$ cat src/rtl/player_inv_pkg.sv
// Shared constants and the Spongent pLayer index function for the inverse permutation layer.
package player_inv_pkg;

  localparam int N_SBOX      = 33;
  localparam int CHUNK_WIDTH = 8;
  localparam int STATE_WIDTH = N_SBOX * CHUNK_WIDTH;

  typedef enum logic {
    IDLE,
    RUN
  } inv_state_t;

  // Forward pLayer destination of bit j; the top bit is a fixed point of the permutation.
  function automatic int p_index(input int j, input int width);
    if (j == width - 1) return width - 1;
    return (j * (width / 4)) % (width - 1);
  endfunction

endpackage

$ cat src/rtl/player_inv_if.sv
// Request/result bundle for the iterative inverse pLayer.
interface player_inv_if #(
  parameter int WIDTH = 264
);
  logic [WIDTH-1:0] state_in;
  logic             enable;
  logic [WIDTH-1:0] state_out;
  logic             output_rdy;
  logic             busy;

  modport master (
    output state_in, enable,
    input  state_out, output_rdy, busy
  );

  modport slave (
    input  state_in, enable,
    output state_out, output_rdy, busy
  );
endinterface

$ cat src/rtl/player_inv_mux.sv
// Selects one output chunk of the inverse permutation: chunk k bit b = src[P(CHUNK*k+b)].
module player_inv_mux
  import player_inv_pkg::*;
#(
  parameter int WIDTH = STATE_WIDTH,
  parameter int CHUNK = CHUNK_WIDTH
) (
  input  logic [WIDTH-1:0] src,
  input  logic [5:0]       k,
  output logic [CHUNK-1:0] chunk
);

  localparam int N_CHUNKS = WIDTH / CHUNK;

  logic [N_CHUNKS-1:0][CHUNK-1:0] perm;

  // Pure wiring: every tap is a constant index, so only the k-select costs logic.
  for (genvar c = 0; c < N_CHUNKS; c++) begin : g_chunk
    for (genvar b = 0; b < CHUNK; b++) begin : g_bit
      assign perm[c][b] = src[p_index(c * CHUNK + b, WIDTH)];
    end
  end

  always_comb begin
    chunk = '0;
    if (k < 6'(N_CHUNKS)) chunk = perm[k];
  end

endmodule

$ cat src/rtl/player_inv.sv
// Iterative inverse Spongent pLayer: latches a permuted state and rebuilds the original order one chunk per clock.
module player_inv
  import player_inv_pkg::*;
#(
  parameter int WIDTH = STATE_WIDTH,
  parameter int CHUNK = CHUNK_WIDTH
) (
  input logic         clk,
  input logic         rst,
  player_inv_if.slave bus
);

  localparam int         N_CHUNKS = WIDTH / CHUNK;
  localparam logic [5:0] LAST_K   = 6'(N_CHUNKS - 1);

  inv_state_t       state;
  logic [WIDTH-1:0] src;
  logic [WIDTH-1:0] dst;
  logic [WIDTH-1:0] dst_next;
  logic [5:0]       k;
  logic [CHUNK-1:0] chunk;
  logic [WIDTH-1:0] state_out_q;
  logic             output_rdy_q;
  logic             busy_q;

  player_inv_mux #(
    .WIDTH(WIDTH),
    .CHUNK(CHUNK)
  ) u_mux (
    .src  (src),
    .k    (k),
    .chunk(chunk)
  );

  // The finishing edge must publish dst including the chunk it is writing right now.
  always_comb begin
    dst_next = dst;
    dst_next[CHUNK*k +: CHUNK] = chunk;
  end

  always_ff @(posedge clk or posedge rst) begin
    if (rst) begin
      state        <= IDLE;
      src          <= '0;
      dst          <= '0;
      k            <= '0;
      state_out_q  <= '0;
      output_rdy_q <= 1'b0;
      busy_q       <= 1'b0;
    end else begin
      output_rdy_q <= 1'b0;
      case (state)
        IDLE: begin
          if (bus.enable) begin
            src    <= bus.state_in;
            k      <= '0;
            busy_q <= 1'b1;
            state  <= RUN;
          end
        end
        RUN: begin
          dst <= dst_next;
          if (k == LAST_K) begin
            state_out_q  <= dst_next;
            output_rdy_q <= 1'b1;
            busy_q       <= 1'b0;
            state        <= IDLE;
          end else begin
            k <= k + 6'd1;
          end
        end
      endcase
    end
  end

  assign bus.state_out  = state_out_q;
  assign bus.output_rdy = output_rdy_q;
  assign bus.busy       = busy_q;

endmodule

$ cat src/flat_wrapper.sv
// flat-port wrapper written by rule: the top's interface ports become plain ports
module player_inv_flat import player_inv_pkg::*;
#(
  parameter int WIDTH = STATE_WIDTH,
  parameter int CHUNK = CHUNK_WIDTH
)
  (clk, rst, bus_state_in, bus_enable, bus_state_out, bus_output_rdy, bus_busy);
  player_inv_if #(.WIDTH(WIDTH)) bus_i ();
  input logic clk;
  input logic rst;
  input wire logic [$bits(bus_i.state_in)-1:0] bus_state_in;
  input wire logic [$bits(bus_i.enable)-1:0] bus_enable;
  output wire logic [$bits(bus_i.state_out)-1:0] bus_state_out;
  output wire logic [$bits(bus_i.output_rdy)-1:0] bus_output_rdy;
  output wire logic [$bits(bus_i.busy)-1:0] bus_busy;
  assign bus_i.state_in = bus_state_in;
  assign bus_i.enable = bus_enable;
  assign bus_state_out = bus_i.state_out;
  assign bus_output_rdy = bus_i.output_rdy;
  assign bus_busy = bus_i.busy;
  player_inv #(.WIDTH(WIDTH), .CHUNK(CHUNK)) u_core (.clk(clk), .rst(rst), .bus(bus_i));
endmodule
$ cat config.mk
export PLATFORM = sky130hd
export DESIGN_NAME = player_inv_flat
export DESIGN_NICKNAME = d
export VERILOG_FILES = /design/src/rtl/player_inv_pkg.sv /design/src/rtl/player_inv_if.sv /design/src/rtl/player_inv_mux.sv /design/src/rtl/player_inv.sv /design/src/flat_wrapper.sv
export SDC_FILE = /design/constraint.sdc
export NUM_CORES = 2
export LEC_CHECK = 0
export ABC_AREA = 1
export BUFFER_PORTS_ARGS = -buffer_cell sky130_fd_sc_hd__buf_4
export CELL_PAD_IN_SITES_DETAIL_PLACEMENT = 1
export CELL_PAD_IN_SITES_GLOBAL_PLACEMENT = 1
export CORE_ASPECT_RATIO = 0.9
export CORE_MARGIN = 2
export CORE_UTILIZATION = 42
export DETAILED_ROUTE_END_ITERATION = 7
export GPL_ROUTABILITY_DRIVEN = 0
export PLACE_DENSITY = 0.89
export REMOVE_ABC_BUFFERS = 1
export SYNTH_ARGS = -nofsm -noshare
export SYNTH_HDL_FRONTEND = slang
export SYNTH_HIERARCHICAL = 1
export SYNTH_SLANG_ARGS = --single-unit
$ cat constraint.sdc
create_clock -name clk -period 28.3 [get_ports clk]
set_clock_uncertainty 0.2 [all_clocks]
set_input_delay 2.83 -clock clk [delete_from_list [all_inputs] [get_ports clk]]
set_output_delay 2.83 -clock clk [all_outputs]
set_load 0.02 [all_outputs]
==> out/qor.txt <==
IO Count: 533
CTS tree: built
Postcts setup bufs: 0
Clk slew on worst S/H paths: 0.06 ns
Simple-gate share of the synthesized area: 37.77%
Most frequent cell after synthesis: nand2_1
Die W: 322.7 µm
Iter 0 DRT Violations: 2890
Remaining DRCs: 0
GRT overflow: 0
# port buffers: 532
First-pass DRT Iterations: 7
Yosys cell types: 35
Final WS setup: 22.28 ns
Worst min-delay path category: reg -> reg
Clock net sink count: 801
Layout cells sized above 1: 14.30%
Vias per cell: 5.357
Clock Tree Buf Depth: 3
Sum of buffers and inverters on the critical path: 5
Initial antenna violation count: 0
Final Hold Fails: 0
CTS Hold Buffers Added: 0
Largest area contributor in the netlist: dfrtp_1
Utilization after layout: 50.64%
Crit path cell chain: buf_4, inv_8, buf_4, buf_4, buf_4
Seq/Total Area, Yosys: 52.21%
CTS H-tree lvls: 3
Critical Path Start: rst
Fraction of registers with async set/reset: 100.0%
Setup Viol. Count Final: 0
HPWL Detailed: 93350 µm
Top FF cell, synth: dfrtp_1
Min Tclk post-route: 6.018 ns
RSZ-0062 raised after global routing: no
# rows: 105
First-pass GRT wire length: 221800 µm
Max_cap viols: 0
CP delay by family, top: buffers and inverters
Startpoint types: input port
Xor-xnor portion of the synthesized cell area: 0.09125%
Post-DR wirelength/cell: 20.61 µm
Synth Instances: 5184
Final nets: 5825
Detailed Route WL: 141200 µm
CP max FO: 143
Max stage delay cell, worst path: buf_4
Initial Util: 42.23%
Worst-skew pair later-pin latency: 0.66 ns
Final Power: 5.501 mW
Reg-to-reg startpoint: u_core/k[0]$_DFFE_PP0P_
Final Cycle Share: 21.27%
Post-CTS Resized: 0
Clock root buffer: clkbuf_16
Total GRT Usage: 30.13%
Synthesized flop and latch total: 801
Die footprint: 93850 µm²
Final setup TNS: 0 ns
Reg-to-reg endpoint: u_core/dst[221]$_DFFE_PP0P_
Post-Synth Adder-Cell Area: 0.09777%
Area fraction of the dominant cell type after synthesis: 52.21%
P_leak: 25.45 nW
Largest net degree at the start of global routing: 225
Fmax: 166.2 MHz
Pre-CTS WS: 21.46 ns
Via count: 36701
Cts bufs inserted: 89
Crit-path max cell delay: 0.86 ns
Finished Cell Area: 46040 µm²
CP dominant cell by count: buf_4
Worst vdd ir: 0.06203 mV
Core area: 90910 µm²
Avg Inst Size Synth: 7.406 µm²
Largest family of logic cells by synthesized area: simple AND/OR/NAND/NOR gates
Chip height: 290.8 µm
Commonest cells post-synth: 2608 x nand2_1, 801 x dfrtp_1, 690 x nand3_1, 336 x inv_1, 147 x clkbuf_1
Post-route ant nets: 0
Critical Path AT: 6.46 ns
Worst reg2reg setup slack: 22.93 ns
Worst-margin pin slew: 1.202 ns
Critical path depth: 5
Number of flops mapped to enable cells by yosys: 0
Status: finished, final reports clean
Relative slew slack: 19.85%
DP Area: 42910 µm²
Area contributors post-synth: dfrtp_1 52%, nand2_1 25%, nand3_1 9.0%
Diodes inserted: 0
Critical Path RT: 28.74 ns
R2R depth: 16
Endpoint class of the critical path: async pin
Mapped Area: 38390 µm²
Mux cell area share after synthesis: 0%
Syn. warnings: 6
Power per cell area: 119.5 nW/µm²
Fin. max-slew vios: 0
Synth Area in Compound Gates: 2.773%
End point of the critical path: u_core/src[62]$_DFFE_PP0P_
Vias in the first global route: 39033
Layout area overhead: 19.91%
Kind of critical path: in -> async
kinds of logic (layout without fill, tap and decap cells):
group / after synthesis / after routing
xor gates and xnor gates: 4 / 4
and+or+nand+nor: 3531 / 3531
DFF: 801 / 801
AOI/OAI and AO/OA: 201 / 201
buffers and inverters: 644 / 1081
adders and majority gates: 3 / 3
where the power goes:
group	internal, mW	switching (mW)	total (mW)
combinational	0.674	1.67	2.34
sequential	1.60	0.300	1.90
clock	0.761	0.501	1.26
total	3.03	2.47	5.50
sequential cells by signal (all words and copies together) (netlist names):
name and count:
u_core/bus.state_out 264, u_core/src 264, u_core/k 6, u_core/state 1, u_core/bus.busy 1, u_core/bus.output_rdy 1
u_core/dst 264
layer usage:
metal,share of wire (%),up-vias,global-route usage [%]
li1,-,16827,-
met3,5.5,365,4.355
met5,0,-,0
met4,6.0,0,16.80
met1,41,18410,38.67
met2,48,1099,48.91
per-stage QoR:
stage                     std cells  hold WS, ns
after floorplan                4896       0.2436
after global placement         6694       0.2566
after detailed placement       6694       0.2598
after CTS                      6851       0.2768
after global routing           6851       0.2957
final                          6851       0.2725
cell usage in the layout, fill, tap and decap left out, types with 6 or more instances in the layout:
master     Yosys  final
a21oi_1        8      8
a21oi_2        8      8
buf_4         32    566
bufinv_16      0     15
clkbuf_1     147     12
clkbuf_16      0     92
clkbuf_8       0     12
clkinv_2       0     18
dfrtp_1      801    798
inv_1        336    334
inv_2         14     12
nand2_1     2608   2607
nand2_2       13     13
nand3_1      690    690
nand3_2       11     11
nand4_1       18     18
nor2_1       138    137
nor2_2        17     17
nor3_1        12     12
nor4_1         7      7
o211ai_1       6      6
o21ai_0       71     71
o21ai_1      101    101
layout make-up:
type / count / area, µm²
Sequential cell: 801 / 20060
Multi-Input combinational cell: 3739 / 15660
Timing Repair Buffer: 568 / 4289
Fill cell: 11449 / 44870
Inverter: 356 / 1374
Clock buffer: 116 / 2512
Clock inverter: 41 / 613.1
Tap cell: 1230 / 1539
how the worst min path moves through the flow:
| stage | from | to | depth (start not counted) |
|---|---|---|---|
| global placement | u_core/src[18]$_DFFE_PP0P_ | u_core/src[18]$_DFFE_PP0P_ | 2 |
| finish | u_core/src[50]$_DFFE_PP0P_ | u_core/src[50]$_DFFE_PP0P_ | 2 |
| CTS | u_core/src[257]$_DFFE_PP0P_ | u_core/src[257]$_DFFE_PP0P_ | 2 |
| detailed placement | u_core/src[257]$_DFFE_PP0P_ | u_core/src[257]$_DFFE_PP0P_ | 2 |
| floorplan | u_core/src[116]$_DFFE_PP0P_ | u_core/src[116]$_DFFE_PP0P_ | 2 |
| global route | u_core/dst[210]$_DFFE_PP0P_ | u_core/dst[210]$_DFFE_PP0P_ | 2 |
tightest hold or removal path, cell delays in order (launching register included):
cell	delay, ns
dfrtp_1	0.34
nand2_1	0.05
nand2_1	0.05
(Power assumes the default switching activity.)
